[src/rtl/credit_pad_serializer.sv]
// Credit-flow serializer: takes one DATA_W word from the core and emits it as
// BEATS pad beats of PAD_W bits, one per cycle, gated by receiver credits.
module credit_pad_serializer #(
  parameter int DATA_W    = 256,
  parameter int PAD_W     = 16,
  parameter int CREDITS   = 4,
  parameter bit MSB_FIRST = 1'b0
) (
  input  logic              clk,
  input  logic              rst,
  input  logic [DATA_W-1:0] rsc_z,
  input  logic              rsc_lz,
  output logic              rsc_vz,
  output logic [PAD_W-1:0]  pad_data,
  output logic              pad_valid,
  output logic              pad_last,
  input  logic              pad_credit,
  output logic [7:0]        credit_cnt,
  output logic              busy,
  output logic              cred_ovf
);

  localparam int BEATS = DATA_W / PAD_W;
  localparam int BCW   = (BEATS > 1) ? $clog2(BEATS) : 1;
  localparam logic [BCW-1:0] LAST_BEAT = BCW'(BEATS - 1);
  localparam logic [7:0]     CRED_MAX  = 8'(CREDITS);

  typedef enum logic {IDLE = 1'b0, SEND = 1'b1} state_t;

  state_t             state;
  logic [DATA_W-1:0]  shreg;
  logic [BCW-1:0]     beat_cnt;
  logic               emit;
  logic [PAD_W-1:0]   cur_slice;
  logic [DATA_W-1:0]  shreg_nxt;

  // Held low during reset so the core cannot hand over a word that reset drops.
  assign rsc_vz = (state == IDLE) && !rst;
  assign busy   = (state == SEND);
  assign emit   = (state == SEND) && (credit_cnt != 8'd0);

  generate
    if (MSB_FIRST) begin : g_msb
      assign cur_slice = shreg[DATA_W-1 -: PAD_W];
      assign shreg_nxt = shreg << PAD_W;
    end else begin : g_lsb
      assign cur_slice = shreg[PAD_W-1:0];
      assign shreg_nxt = shreg >> PAD_W;
    end
  endgenerate

  always_ff @(posedge clk) begin
    if (rst) begin
      state      <= IDLE;
      shreg      <= '0;
      beat_cnt   <= '0;
      pad_data   <= '0;
      pad_valid  <= 1'b0;
      pad_last   <= 1'b0;
      credit_cnt <= CRED_MAX;
      cred_ovf   <= 1'b0;
    end else begin
      pad_valid <= 1'b0;
      pad_last  <= 1'b0;

      case (state)
        IDLE: begin
          if (rsc_lz) begin
            shreg    <= rsc_z;
            beat_cnt <= '0;
            state    <= SEND;
          end
        end
        SEND: begin
          if (emit) begin
            pad_valid <= 1'b1;
            pad_data  <= cur_slice;
            shreg     <= shreg_nxt;
            beat_cnt  <= beat_cnt + 1'b1;
            if (beat_cnt == LAST_BEAT) begin
              pad_last <= 1'b1;
              state    <= IDLE;
            end
          end
        end
        default: state <= IDLE;
      endcase

      // A returned credit at the ceiling is only legal when a beat leaves the same cycle.
      case ({emit, pad_credit})
        2'b10: credit_cnt <= credit_cnt - 8'd1;
        2'b01: begin
          if (credit_cnt >= CRED_MAX) cred_ovf   <= 1'b1;
          else                        credit_cnt <= credit_cnt + 8'd1;
        end
        default: ;
      endcase
    end
  end

endmodule
[config.mk]
export PLATFORM = sky130hd
export DESIGN_NAME = credit_pad_serializer
export DESIGN_NICKNAME = d
export VERILOG_FILES = /design/src/rtl/credit_pad_serializer.sv
export SDC_FILE = /design/constraint.sdc
export NUM_CORES = 1
export LEC_CHECK = 0
export BUFFER_PORTS_ARGS = -buffer_cell sky130_fd_sc_hd__buf_2
export CORE_MARGIN = 3
export CORE_UTILIZATION = 35
export CTS_CLUSTER_SIZE = 40
export DETAILED_ROUTE_END_ITERATION = 16
export SETUP_SLACK_MARGIN = 0.15
export SLEW_MARGIN = 20
export SYNTH_ARGS = -nofsm -noshare
export SYNTH_HDL_FRONTEND = slang
export SYNTH_SLANG_ARGS = --single-unit
[constraint.sdc]
create_clock -name clk -period 4.5 [get_ports clk]
set_input_delay 0.225 -clock clk [delete_from_list [all_inputs] [get_ports clk]]
set_output_delay 0.225 -clock clk [all_outputs]
set_load 0.01 [all_outputs]
* Word level (Yosys, flattened, before mapping) *
Index checks and enable logic that the tools add are counted.

word-level totals
  register bits = 288
  bits in latches = 0
  memory bits (writable) = 0
  ROM bits = 0
  output and inout bits = 29
  memories = 0

cells by class
  add/sub/neg operators = 3
  $mul = 0
  divide/modulo/power cells = 0
  magnitude comparators = 1
  equal/unequal tests = 6
  shifts and indexed selects = 0
  mux-type cells = 14
  bitwise operators = 2
  reduce and logical (&&, ||, !) cells = 11

operator list
  kind                   count
  $mux W256              2
  $pmux W256 S2          1
  $pmux W8 S2            1
  $add A8 B1 Y8 const B  1
  $ge A8 B3 Y1 const B   1
  $mux W4                2
  $mux W8                1
  $pmux W4 S2            1
  $reduce_and A2 Y1      4
  $reduce_bool A8 Y1     1
  $sub A8 B1 Y8 const B  1
  $mux W1                5
  $add A4 B1 Y4 const B  1
  $eq A4 B4 Y1 const B   1
  $ne A2 B2 Y1 const B   2
  $reduce_or A3 Y1       1
  $eq A2 B1 Y1 const B   1
  $eq A2 B2 Y1 const B   1
  $logic_and A1 B1 Y1    2
  $ne A2 B1 Y1 const B   1
  $not A1 Y1             2
  $pmux W1 S2            1
  $reduce_bool A2 Y1     1
  $reduce_or A2 Y1       1
  $logic_not A1 Y1       1

* Depth between registers and ports, before layout *
  depth after elaboration = 5
  gate-level depth with buffers = 11
  depth with buffers taken out = 9

* Worst setup path before layout *
No wires, ideal clock.

  path kind = reg-to-reg
  start point = register credit_cnt[0]
  end point = register credit_cnt[7]
  setup time = 0.121 ns
  arrival time = 2.967 ns
  slack = 1.412 ns
  stages on the path, launching flop included = 11
  path buffers = 1
  period minus slack after synthesis = 3.088 ns
  cell sequence = dfxtp_1 nor4_2 a21o_1 clkbuf_1 nand2_1 ha_1 a21o_1 a31o_2 a211o_1 a21oi_1 mux2_2

between the ends
  word-level cells in the longest chain between the ends = 5

RTL lines
  item                                                                   line  RTL
  from (decl)                                                            18    output logic [7:0] credit_cnt,
  from (signal assigned)                                                 91    2'b10: credit_cnt <= credit_cnt - 8'd1;
  from (signal assigned)                                                 94    else credit_cnt <= credit_cnt + 8'd1;
  parallel branches: the longest is 5 deep, another holds $add A8 B1 Y8  -

Parallel ways; which one is timed is not known. The select of a mux whose other input is x is not followed.
A chain may end at the register's enable or synchronous reset.

* Worst setup path after layout *
Ends and elaborated chain as after synthesis.

==> impl_metrics.json <==
{
  "io_pins": 289,
  "grt_pass1_wl_um": 54000,
  "drtAntennaViolNets": 0,
  "clock_latency_ns": 0.51,
  "cts_buffers": 34,
  "die_h_um": 195,
  "drtIter0Drc": 536,
  "wl_per_cell_um": 17.2,
  "synth-async-reset-ratio": 0,
  "coreArea_um2": 34900,
  "min_path_cells": 3,
  "crit_path_end_kind": "flop",
  "layout_min_cycle_time_ns": 3.07,
  "first_pass_iters": 5,
  "tns_ns": 0,
  "place_congestion": 0.805,
  "fin_cells": 2020,
  "antenna_found_initial": 18,
  "dieWidth_um": 195,
  "required_ns": 4.90,
  "synth_edf_count": 0,
  "worstMarginPinSlew_ns": 1.09,
  "num_vias": 10100,
  "syn_area_um2": 12500,
  "p_int_w": 0.00490,
  "reg2reg_from": "credit_cnt[0]",
  "rsz0062_at_grt": "false",
  "grt_max_degree": 186,
  "maxSlewViolCount": 0,
  "cts_tree": "built",
  "startpoint_type": "flop",
  "sw_frac_of_total": 0.269,
  "drc": 0,
  "rr_endpoint": "credit_cnt[7]",
  "clock_path_buffers": 3,
  "ys_types": 42,
  "p_sw_w": 0.00180,
  "setup_viol": 0,
  "leakage_nw": 6.61,
  "period_share": 0.681,
  "dieArea_um2": 38000,
  "hold_end": "shreg[186]",
  "cts_setup_buffers": 0,
  "worstPathArrival_ns": 3.46,
  "synth_top_area_share": 0.462,
  "critPathKind": "reg -> reg",
  "p_clk_frac": 0.401,
  "fin_skew_ns": 0.0120,
  "portBuffers": 288,
  "routed_wl_um": 34700,
  "synthTopCellsByArea": "dfxtp_1 (46%), mux2i_1 (19%), a211oi_1 (13%)",
  "rr_worst_depth": 9,
  "grt_overflow": 0,
  "relSlewSlack": 0.272,
  "cp_max_fo": 7,
  "groute.usage.overall": 0.175,
  "max_cap_violations": 0,
  "htreeDepth": 2,
  "synth.largest_area_cell": "dfxtp_1",
  "fmax_ghz": 0.326,
  "syn_area_per_cell_um2": 9.61,
  "fillers": 3469,
  "powerDensity_nw_per_um2": 433,
  "dpl.hpwl_um": 23400,
  "status": "completed",
  "drive_gt1_frac": 0.245,
  "syn_inst": 1299,
  "hold_class": "in -> reg",
  "post_drt_via_cell_ratio": 5.00,
  "clkTransAtPathRegs_ns": 0.06,
  "grt_pass1_vias": 9878,
  "root_buffer": "clkbuf_16",
  "ir_worst_vdd_v": 0.000293,
  "clock_sinks": 288,
  "p_seq_frac": 0.440,
  "hold_viol": 0,
  "area_growth_pct": 23.9,
  "yosysSeqAreaShare": 0.462,
  "fin_nets": 1802,
  "synth_nets": 1567,
  "row_count": 68,
  "initial_utilization": 0.358,
  "ys.flop_type": "dfxtp_1",
  "reg2reg_slack_ns": 1.43,
  "ys_ff_latch": 288,
  "hold_start": "rsc_z[186]",
  "yosysWarnings": 0,
  "combPwrFrac": 0.158,
  "dp.cells": 1937
}
-- metrics by stage --
stage	cell area (um^2)	hold slack (ns)	setup WS [ns]	power [W]	util
5_1_grt	15500	0.0435	1.25	0.00704	0.443
4_1_cts	15400	0.0195	1.44	0.00680	0.443
3_5_place_dp	14200	0.444	1.45	0.00406	0.407
6_report	15500	0.0470	1.43	0.00671	0.443
3_3_place_gp	14200	0.437	1.51	0.00403	0.407
2_1_floorplan	12500	0.386	1.41	0.00371	-
-- metal layers --
metal / global-route usage / wire length [um]
met5: 0 / 95
met4: 0.0512 / 795
met3: 0.0562 / 2640
met2: 0.263 / 14900
met1: 0.242 / 16200
-- layout by cell type, fill, tap and decap left out, types with 6 or more instances in the layout --
master         count
buf_4              7
ha_1               7
buf_12             7
buf_2            287
clkbuf_1           7
diode_2           11
dlygate4sd3_1     16
nor2_1           267
a211oi_2          20
a22oi_1           17
dfxtp_1          287
mux2i_1          241
a211oi_1         220
clkbuf_16         37
clkinv_2           6
a21oi_1           27
nand2_1           43
-- worst max-delay path: stages, from the launching register on --
cell	delay [ns]
dfxtp_1	0.38
nor4_2	0.52
a21o_1	0.21
nand2_1	0.20
ha_1	0.44
a21o_1	0.22
a31o_2	0.25
a211o_1	0.22
a21oi_1	0.17
mux2_2	0.34
-- sequential cells by signal, indices dropped and copies added (netlist names) --
signal and count:
cred_ovf 1, shreg 256, pad_valid 1, beat_cnt 4
credit_cnt 8, busy 1, pad_data 16, pad_last 1
-- what timing repair did --
item,CTS,global route
resized for setup,0,0
endpoints found under the hold margin,16,0
hold buffers,16,0
-- how the worst max path moves through the flow --
stage / start / to / slack [ns] / cells past startpoint
2_1_floorplan: credit_cnt[0] / credit_cnt[7] / 1.41 / 10
3_3_place_gp: credit_cnt[0] / credit_cnt[7] / 1.51 / 9
4_1_cts: credit_cnt[0] / credit_cnt[7] / 1.44 / 9
6_report: credit_cnt[0] / credit_cnt[7] / 1.43 / 9
3_5_place_dp: credit_cnt[0] / credit_cnt[7] / 1.45 / 9
5_1_grt: credit_cnt[0] / credit_cnt[7] / 1.25 / 9
-- cells in the mapped netlist, types with 2 or more instances --
master,instances
a21oi_1,28
buf_2,42
a211oi_1,220
dfxtp_1,288
o21ai_0,4
clkbuf_1,60
buf_1,14
ha_1,7
a211oi_2,20
nand2_1,43
nor2b_1,3
a31oi_1,2
a22oi_1,17
nor3_1,5
nor2_1,267
nand4_1,4
a21o_1,4
xnor2_1,2
mux2i_1,241
nand2b_1,2
inv_1,2
xor2_1,3
buf_6,2
-- cell type report --
class	count	area [um^2]	share of cell area
Clock inverter	7	60.1	0.00388
Timing Repair Buffer	318	1800	0.117
Antenna cell	11	27.5	0.00178
Inverter	3	11.3	0.000728
Clock buffer	49	1020	0.0660
Tap cell	455	569	0.0368
Sequential cell	288	5770	0.373
Multi-Input combinational cell	889	6210	0.401
-- cell families (layout without fill, tap and decap cells) --
logic type | after synthesis | in the layout | synth area share
DFF | 288 | 288 | 0.462
xor gates and xnor gates | 5 | 5 | 0.00351
muxes | 242 | 242 | 0.194
other | 0 | 11 | 0
AOI/OAI and AO/OA | 303 | 303 | 0.184
adders and majority gates | 8 | 8 | 0.00862
buffers and inverters | 122 | 377 | 0.0424
and+or+nand+nor | 331 | 331 | 0.105
-- power by group through the flow --
stage               logic [W]  registers (W)  clock network [W]
CTS                   0.00107        0.00295            0.00278
detailed placement    0.00106        0.00301                  0
finish                0.00106        0.00295            0.00269
floorplan            0.000748        0.00297                  0
global placement      0.00104        0.00300                  0
global route          0.00119        0.00298            0.00286
Power figures use the tool's default switching activity.
